$ cat src/rtl/cpu_step_ctrl.sv
// Execution-rate controller for the CPU pipeline: turns board mode/step inputs and
// core halt requests into a single-cycle clock-enable pulse on the system clock.
module cpu_step_ctrl #(
  parameter int          DIV_W   = 32,
  parameter int unsigned DEF_DIV = 5000000,
  parameter int          BURST_W = 16
) (
  input  logic               clk,
  input  logic               rst,
  input  logic [1:0]         mode,
  input  logic               step_req,
  input  logic [DIV_W-1:0]   div_val,
  input  logic               div_load,
  input  logic [BURST_W-1:0] burst_len,
  input  logic               halt_req,
  output logic               cpu_ce,
  output logic [1:0]         state,
  output logic               busy,
  output logic               burst_done
);

  typedef enum logic [1:0] {
    S_HALT  = 2'b00,
    S_RUN   = 2'b01,
    S_BURST = 2'b10
  } state_t;

  state_t             r_state;
  logic [DIV_W-1:0]   r_cnt;
  logic [DIV_W-1:0]   r_div;
  logic [BURST_W-1:0] r_burst_rem;
  logic               r_step_prev;
  logic               r_ce;
  logic               r_done;

  logic               w_step_edge;
  logic               w_tick;
  logic               w_abort;
  logic [DIV_W-1:0]   w_div_new;

  assign w_step_edge = step_req & ~r_step_prev;
  assign w_tick      = (r_state != S_HALT) && (r_cnt == r_div - 1'b1);
  assign w_abort     = ((r_state == S_RUN) && (mode != 2'b01)) ||
                       ((r_state == S_BURST) && (mode == 2'b00));
  // A zero divisor would never tick; clamp it to the fastest rate instead.
  assign w_div_new   = (div_val == '0) ? {{(DIV_W-1){1'b0}}, 1'b1} : div_val;

  always_ff @(posedge clk) begin
    if (rst) begin
      r_state     <= S_HALT;
      r_cnt       <= '0;
      r_div       <= DIV_W'(DEF_DIV);
      r_burst_rem <= '0;
      r_step_prev <= 1'b1;
      r_ce        <= 1'b0;
      r_done      <= 1'b0;
    end else begin
      r_step_prev <= step_req;
      r_ce        <= 1'b0;
      r_done      <= 1'b0;
      if (div_load)
        r_div <= w_div_new;

      case (r_state)
        S_HALT: begin
          r_cnt <= '0;
          if (!halt_req) begin
            case (mode)
              2'b01: r_state <= S_RUN;
              2'b10: if (w_step_edge) r_ce <= 1'b1;
              2'b11: begin
                if (w_step_edge && (burst_len != '0)) begin
                  r_burst_rem <= burst_len;
                  r_state     <= S_BURST;
                end
              end
              default: ;
            endcase
          end
        end

        default: begin
          if (halt_req) begin
            r_state <= S_HALT;
            r_cnt   <= '0;
          end else if (div_load) begin
            // New divisor restarts the period; the pending tick is dropped.
            r_cnt <= '0;
            if (w_abort)
              r_state <= S_HALT;
          end else begin
            r_cnt <= w_tick ? '0 : r_cnt + 1'b1;
            r_ce  <= w_tick;
            if ((r_state == S_BURST) && w_tick) begin
              r_burst_rem <= r_burst_rem - 1'b1;
              if ((r_burst_rem == BURST_W'(1)) && !w_abort) begin
                r_done  <= 1'b1;
                r_state <= S_HALT;
                r_cnt   <= '0;
              end
            end
            if (w_abort) begin
              r_state <= S_HALT;
              r_cnt   <= '0;
            end
          end
        end
      endcase
    end
  end

  assign cpu_ce     = r_ce;
  assign burst_done = r_done;
  assign state      = r_state;
  assign busy       = (r_state != S_HALT);

endmodule

$ cat config.mk
export PLATFORM = sky130hd
export DESIGN_NAME = cpu_step_ctrl
export DESIGN_NICKNAME = d
export VERILOG_FILES = /design/src/rtl/cpu_step_ctrl.sv
export SDC_FILE = /design/constraint.sdc
export NUM_CORES = 1
export LEC_CHECK = 0
export ABC_CLOCK_PERIOD_IN_PS = 4700
export CAP_MARGIN = 40
export CORE_ASPECT_RATIO = 1.2
export CORE_MARGIN = 2
export CORE_UTILIZATION = 30
export CTS_CLUSTER_DIAMETER = 120
export DETAILED_ROUTE_END_ITERATION = 16
export SETUP_SLACK_MARGIN = 0.3
export SLEW_MARGIN = 5
export SYNTH_ARGS = -nofsm -noshare
export SYNTH_HDL_FRONTEND = slang
export SYNTH_SLANG_ARGS = --single-unit
$ cat constraint.sdc
create_clock -name clk -period 4.7 [get_ports clk]
set_input_delay 0.705 -clock clk [delete_from_list [all_inputs] [get_ports clk]]
set_output_delay 0.705 -clock clk [all_outputs]
set_load 0.03 [all_outputs]
==> flow_metrics.env, run 1 <==
export IMPL_outcome="complete, no violations"
export IMPL_syn_area_per_cell_um2=7.96
export IMPL_fin_crit_sh=0.790
export IMPL_path_clk_slew_ns=0.07
export IMPL_drtPass1Iterations=4
export IMPL_drive_gt1_frac=0.0680
export IMPL_hpwl_mm=10.7
export IMPL_topRoutingLayerUsed="met4"
export IMPL_antenna_cells=0
export IMPL_setup_violations=0
export IMPL_cpMaxStageDelayCell="or4b_1"
export IMPL_grt_pass1_vias=4787
export IMPL_yosys_area_top_type="dfxtp_1"
export IMPL_async_flop_share=0
export IMPL_die_y_um=151
export IMPL_setup_tns_ns=0
export IMPL_rsz0062_at_grt="no"
export IMPL_worstMarginPinSlew_ns=0.767
export IMPL_grt_max_degree=38
export IMPL_critical_path_cell_chain="nor4_1, nand4_1, or4b_1, o22ai_1, nor2_1, or4_4, or4_4, a41o_1"
export IMPL_fin_skew_ns=0.0111
export IMPL_track_usage=0.153
export IMPL_syn_nets=735
export IMPL_routed_wl_mm=14.2
export IMPL_syn_to_final_growth_pct=19.7
export IMPL_start_util=0.306
export IMPL_root_buffer="clkbuf_16"
export IMPL_place_congestion=0.875
export IMPL_wl_met2_mm=6.89
export IMPL_critPathMaxFanout=11
export IMPL_start_kind="flip-flop"
export IMPL_hold_buffers=0
export IMPL_hold_class="reg2reg"
export IMPL_leakagePower_nw=2.33
export IMPL_cts_tree="built"
export IMPL_synth_enable_flop_cells=0
export IMPL_wl_met3_um=603
export IMPL_placed_cell_area_um2=6110
export IMPL_drc_errors=0
export IMPL_synth_top_area_share=0.316
export IMPL_ant_nets=0
export IMPL_cts_buffer_depth=2
export IMPL_io_pins=60
export IMPL_rows=53
export IMPL_path_buf_inv=0
export IMPL_yosysWarnings=0
export IMPL_synth_area_leaders="dfxtp_1, nor2_1, xnor2_1"
export IMPL_coreArea_um2=17600
export IMPL_vias_per_cell=5.24
export IMPL_powerDensity_nw_per_um2=316
export IMPL_slew_violations=0
export IMPL_ys_seq_area_frac=0.316
export IMPL_ys_ff_latch=85
export IMPL_dieArea_um2=19000
export IMPL_synthCells=676
export IMPL_numCtsBuffers=9
export IMPL_drt_met1_wl_mm=6.27
export IMPL_vias=4929
export IMPL_cpLargestDelayFamily="simple AND/OR/NAND/NOR gates"
export IMPL_cpMostUsedCell="or4_4"
export IMPL_htree_levels=3
export IMPL_fmaxAchievable_mhz=269
export IMPL_io_buffers=59
export IMPL_clock_sinks=85
export IMPL_slew_headroom=0.487
export IMPL_fin_area_um2=6440
export IMPL_critPathRequiredTime_ns=4.94
export IMPL_insertion_delay_ns=0.35
export IMPL_endpoint_kind="flip-flop"
export IMPL_final_nets=775
export IMPL_grt_pass1_wl_mm=23.5
export IMPL_min_period_ns=3.71
export IMPL_ir_drop_v=0.000144
export IMPL_overflow=0
export IMPL_antenna_found_initial=0
export IMPL_ys_types=67
export IMPL_cts_resized=0
export IMPL_synthFlopType="dfxtp_1"
export IMPL_postCtsSetupBuffers=0
export IMPL_fillers=1803
export IMPL_post_drt_wl_per_cell_um=15.1
export IMPL_drt_iter0_drc=288
export IMPL_die_x_um=126
export IMPL_arrival_ns=3.95
export IMPL_cpPeakStageDelay_ns=0.63
export IMPL_max_cap_violations=0
export IMPL_hold_viol=0
export IMPL_syn_area_um2=5380
export IMPL_crit_type="reg2reg"
[synth_stat cells (all sizes together) (2+ instances only)]
cell type,instances
or4,12
xor2,37
a32oi,6
buf,15
o21ai,13
or2,5
inv,22
o22ai,2
and4,7
a211oi,4
ha,4
a22oi,2
nand2b,3
nor3,25
and3,3
nor4,29
mux2i,32
clkbuf,21
a21oi,28
nor2,105
o41a,9
nand4,15
o211ai,7
nor2b,3
nand3b,4
o31ai,3
o211a,3
a31oi,7
dfxtp,85
o311a,2
o2111ai,2
nand2,64
a2bb2oi,2
nor3b,3
or3,12
nand3,23
nor4b,5
and2,2
xnor2,37
[area by class of cell]
| cell class | count | area [um2] | area share |
|---|---|---|---|
| multi-input cells | 533 | 3420 | 0.530 |
| flip-flops and latches | 85 | 1700 | 0.264 |
| repair buffers | 65 | 633 | 0.0983 |
| well taps | 220 | 275 | 0.0427 |
| clock buffers | 10 | 239 | 0.0371 |
| clock inverters | 6 | 93.8 | 0.0146 |
| inverters | 22 | 82.6 | 0.0128 |
[power by group]
group / internal, mW / leakage [nW] / switching (mW)
Sequential: 0.751 / 0.692 / 0.0470
Clock: 0.484 / 0.159 / 0.312
Combinational: 0.187 / 1.47 / 0.253
Total: 1.42 / 2.33 / 0.613
[logic make-up after synthesis]
family / Yosys count / synth area share
AOI/OAI and AO/OA: 98 / 0.131
xor gates and xnor gates: 74 / 0.120
adders and majority gates: 4 / 0.00930
buffers and inverters: 58 / 0.0495
DFF: 85 / 0.316
muxes: 32 / 0.0595
and+or+nand+nor: 325 / 0.314
[registers in the layout, summed over array words and instances (netlist names)]
name         cells
r_cnt           32
r_div           32
r_burst_rem     16
state            2
burst_done       1
cpu_ce           1
r_step_prev      1
[worst reg2reg max path, delay by kind of cell, from the launching register on]
kind	cells	cell delay, ns
AO/OA/AOI/OAI	2	0.41
AND/OR/NAND/NOR	6	2.84
flip-flops	1	0.36
[stage by stage]
step	instances	total power, mW	hold slack, ns	util	setup slack (ns)
after floorplan	676	1.11	0.451	-	1.37
after global placement	924	1.25	0.505	0.347	1.06
after detailed placement	925	1.25	0.513	0.348	1.03
after CTS	941	2.05	0.529	0.367	1.00
after global routing	941	2.14	0.561	0.367	0.675
final	941	2.03	0.528	0.367	0.988
[cells in the final DEF, fill, tap and decap left out, types with 23 or more instances in the layout]
cell / synthesis / routed
nand2_1: 64 / 64
xnor2_1: 37 / 37
a21oi_1: 27 / 27
nor2_1: 105 / 104
clkdlybuf4s50_1: 0 / 57
nand3_1: 23 / 23
nor4_1: 25 / 25
mux2i_1: 32 / 32
nor3_1: 24 / 24
dfxtp_1: 85 / 85
xor2_1: 37 / 37
[final timing paths]
path                                               to                    from  slack (ns)  depth (start not counted)
worst max register to register  state[0]$_SDFFE_PP0P_  r_div[12]$_SDFFE_PP0P_        0.99                          8
worst min register to register    r_cnt[0]$_SDFF_PP0_     r_cnt[0]$_SDFF_PP0_        0.53                          1
worst max-delay path            state[0]$_SDFFE_PP0P_  r_div[12]$_SDFFE_PP0P_        0.99                          8
worst min-delay path              r_cnt[0]$_SDFF_PP0_     r_cnt[0]$_SDFF_PP0_        0.53                          1
[layer usage]
layer / global-route usage / vias up
met5: 0 / -
met4: 0.0742 / 0
met3: 0.0231 / 24
met2: 0.266 / 104
met1: 0.184 / 2303
li1: - / 2498
No activity file was read; power rests on OpenSTA's default activity.
==> run 2: changes to the inputs <==
--- a/config.mk
+++ b/config.mk
@@ -5,7 +5,7 @@
 export SDC_FILE = /design/constraint.sdc
 export NUM_CORES = 1
 export LEC_CHECK = 0
-export ABC_CLOCK_PERIOD_IN_PS = 4700
+export ABC_CLOCK_PERIOD_IN_PS = 3850
 export CAP_MARGIN = 40
 export CORE_ASPECT_RATIO = 1.2
 export CORE_MARGIN = 2
==> constraint.sdc (replaced) <==
create_clock -name clk -period 3.85 [get_ports clk]
set_input_delay 0.5775 -clock clk [delete_from_list [all_inputs] [get_ports clk]]
set_output_delay 0.5775 -clock clk [all_outputs]
set_load 0.03 [all_outputs]
==> run 2 against run 1 <==
  * Combinational power is 24% higher
  * Largest cell class unchanged
  * Worst setup slack worse by 0.58 ns
  * Cell count is 0.64% higher
  * Clock power is 12% higher
  * First-iteration DRC count is 27% higher
  * Global-route usage is 0.25 points higher
  * Wire length is 3.1% higher
  * Utilization is 0.34 points higher
  * Non-clock buffer count is 6 higher
  * Register-to-register slack worse by 0.58 ns
  * Via count is 0.39% higher
  * Design area is 0.93% higher
==> flow_metrics.env, run 2 (synthesis results as in run 1) <==
export IMPL_outcome="complete, no violations"
export IMPL_crit_path_end="state[1]$_SDFFE_PP0P_"
export IMPL_final_nets=781
export IMPL_start_util=0.306
export IMPL_insertion_delay_ns=0.35
export IMPL_final_common_cell="nor2_1"
export IMPL_drt_iter0_drc=366
export IMPL_endpoint_kind="flip-flop"
export IMPL_numCtsBuffers=9
export IMPL_die_y_um=151
export IMPL_max_cap_violations=0
export IMPL_die_x_um=126
export IMPL_post_route_util=0.370
export IMPL_place_congestion=0.862
export IMPL_io_buffers=59
export IMPL_r2r_slack_ns=0.41
export IMPL_fmaxAchievable_mhz=291
export IMPL_drive_gt1_frac=0.0853
export IMPL_grt_pass1_vias=4695
export IMPL_powerDensity_nw_per_um2=371
export IMPL_drc_errors=0
export IMPL_cts_tree="built"
export IMPL_antenna_found_initial=0
export IMPL_vias_per_cell=5.22
export IMPL_critPathRequiredTime_ns=4.07
export IMPL_met3_usage=0.0231
export IMPL_setup_tns_ns=0
export IMPL_startpoint="r_div[0]$_SDFFE_PP0P_"
export IMPL_setup_violations=0
export IMPL_slew_violations=0
export IMPL_layout_cells_most_common_list="nor2_1, dfxtp_1, nand2_1"
export IMPL_leakagePower_nw=2.35
export IMPL_rr_startpoint="r_div[0]$_SDFFE_PP0P_"
export IMPL_rows=53
export IMPL_r2r_end="state[1]$_SDFFE_PP0P_"
export IMPL_cts_buffer_depth=2
export IMPL_fin_skew_ns=0.0115
export IMPL_overflow=0
export IMPL_busiest_layer="met2"
export IMPL_drtPass1Iterations=5
export IMPL_grtUsageMet1=0.191
export IMPL_track_usage=0.155
export IMPL_hold_viol=0
export IMPL_antenna_cells=0
export IMPL_routed_wl_mm=14.7
export IMPL_worstMarginPinSlew_ns=0.795
export IMPL_dieArea_um2=19000
export IMPL_syn_to_final_growth_pct=20.8
export IMPL_vias=4948
export IMPL_grt_max_degree=38
export IMPL_start_kind="flip-flop"
export IMPL_rsz0062_at_grt="no"
export IMPL_htree_levels=3
export IMPL_clock_sinks=85
export IMPL_io_pins=60
export IMPL_hpwl_mm=11.0
export IMPL_post_drt_wl_per_cell_um=15.5
export IMPL_gr_usage_met2=0.269
export IMPL_crit_type="reg2reg"
export IMPL_hold_buffers=0
export IMPL_coreArea_um2=17600
export IMPL_arrival_ns=3.66
export IMPL_fin_crit_sh=0.894
export IMPL_top_regs="r_cnt: 32 flops, r_div: 32 flops, r_burst_rem: 16 flops"
export IMPL_slew_headroom=0.468
export IMPL_path_clk_slew_ns=0.07
export IMPL_critPathMaxFanout=6
export IMPL_root_buffer="clkbuf_16"
export IMPL_min_period_ns=3.44
export IMPL_ir_drop_v=0.000214
export IMPL_rr_worst_depth=11
export IMPL_ant_nets=0
export IMPL_hold_class="reg2reg"
export IMPL_grt_pass1_wl_mm=23.9
## run 2: layout make-up
cell class / count / area [um2]
well taps: 220 / 275
repair buffers: 71 / 671
fillers: 1790 / 11100
inverters: 22 / 82.6
multi-input cells: 533 / 3470
clock buffers: 9 / 225
flip-flops and latches: 85 / 1700
clock inverters: 7 / 73.8
## run 2: routing by layer
layer	share of wire	wire, um
met5	0	0
met4	0.030	448
met3	0.038	553
met2	0.49	7200
met1	0.44	6490
## run 2: what timing repair did
item	4_1_cts	5_1_grt
setup buffers	0	2
endpoints found under the setup margin	0	19
gates resized for setup	0	11
## run 2: metrics by stage
step                instances  hold slack [ns]  power, mW  worst slack (ns)  cell area (um2)
global route              947            0.564       2.53             0.304             6500
global placement          929            0.497       1.53             0.413             6130
floorplan                 676            0.451       1.35             0.522             5380
CTS                       945            0.519       2.42             0.369             6430
finish                    947            0.521       2.41             0.408             6500
detailed placement        929            0.502       1.53             0.390             6130
## run 2: worst max-delay path: stages, from the launching register on
cell     delay [ns]
dfxtp_1        0.38
inv_1          0.09
ha_1           0.23
nor4b_4        0.27
nand4_2        0.15
or4_1          0.53
o31ai_2        0.30
nand3_1        0.11
or4_1          0.44
or4_4          0.57
a31oi_1        0.19
nor2_1         0.05
## run 2: worst min path at each step
stage                           start                     end  slack, ns  cells after the start
3_3_place_gp      r_cnt[0]$_SDFF_PP0_     r_cnt[0]$_SDFF_PP0_       0.50                      1
4_1_cts           r_cnt[0]$_SDFF_PP0_     r_cnt[0]$_SDFF_PP0_       0.52                      1
5_1_grt        r_div[31]$_SDFFE_PP0P_  r_div[31]$_SDFFE_PP0P_       0.56                      2
2_1_floorplan     r_cnt[0]$_SDFF_PP0_     r_cnt[0]$_SDFF_PP0_       0.45                      1
3_5_place_dp      r_cnt[0]$_SDFF_PP0_     r_cnt[0]$_SDFF_PP0_       0.50                      1
6_report          r_cnt[0]$_SDFF_PP0_     r_cnt[0]$_SDFF_PP0_       0.52                      1
## run 2: power breakdown
group / internal [mW] / switching, mW / total (mW)
Sequential: 0.917 / 0.0618 / 0.979
Combinational: 0.234 / 0.313 / 0.547
Clock: 0.505 / 0.383 / 0.888
Total: 1.66 / 0.758 / 2.41
==> run 3: changes to the inputs <==
--- a/config.mk
+++ b/config.mk
@@ -5,7 +5,6 @@
 export SDC_FILE = /design/constraint.sdc
 export NUM_CORES = 1
 export LEC_CHECK = 0
-export ABC_CLOCK_PERIOD_IN_PS = 3850
 export CAP_MARGIN = 40
 export CORE_ASPECT_RATIO = 1.2
 export CORE_MARGIN = 2
==> results of run 3 <==
The final DEF is identical to that of run 2; final timing and power are the same.
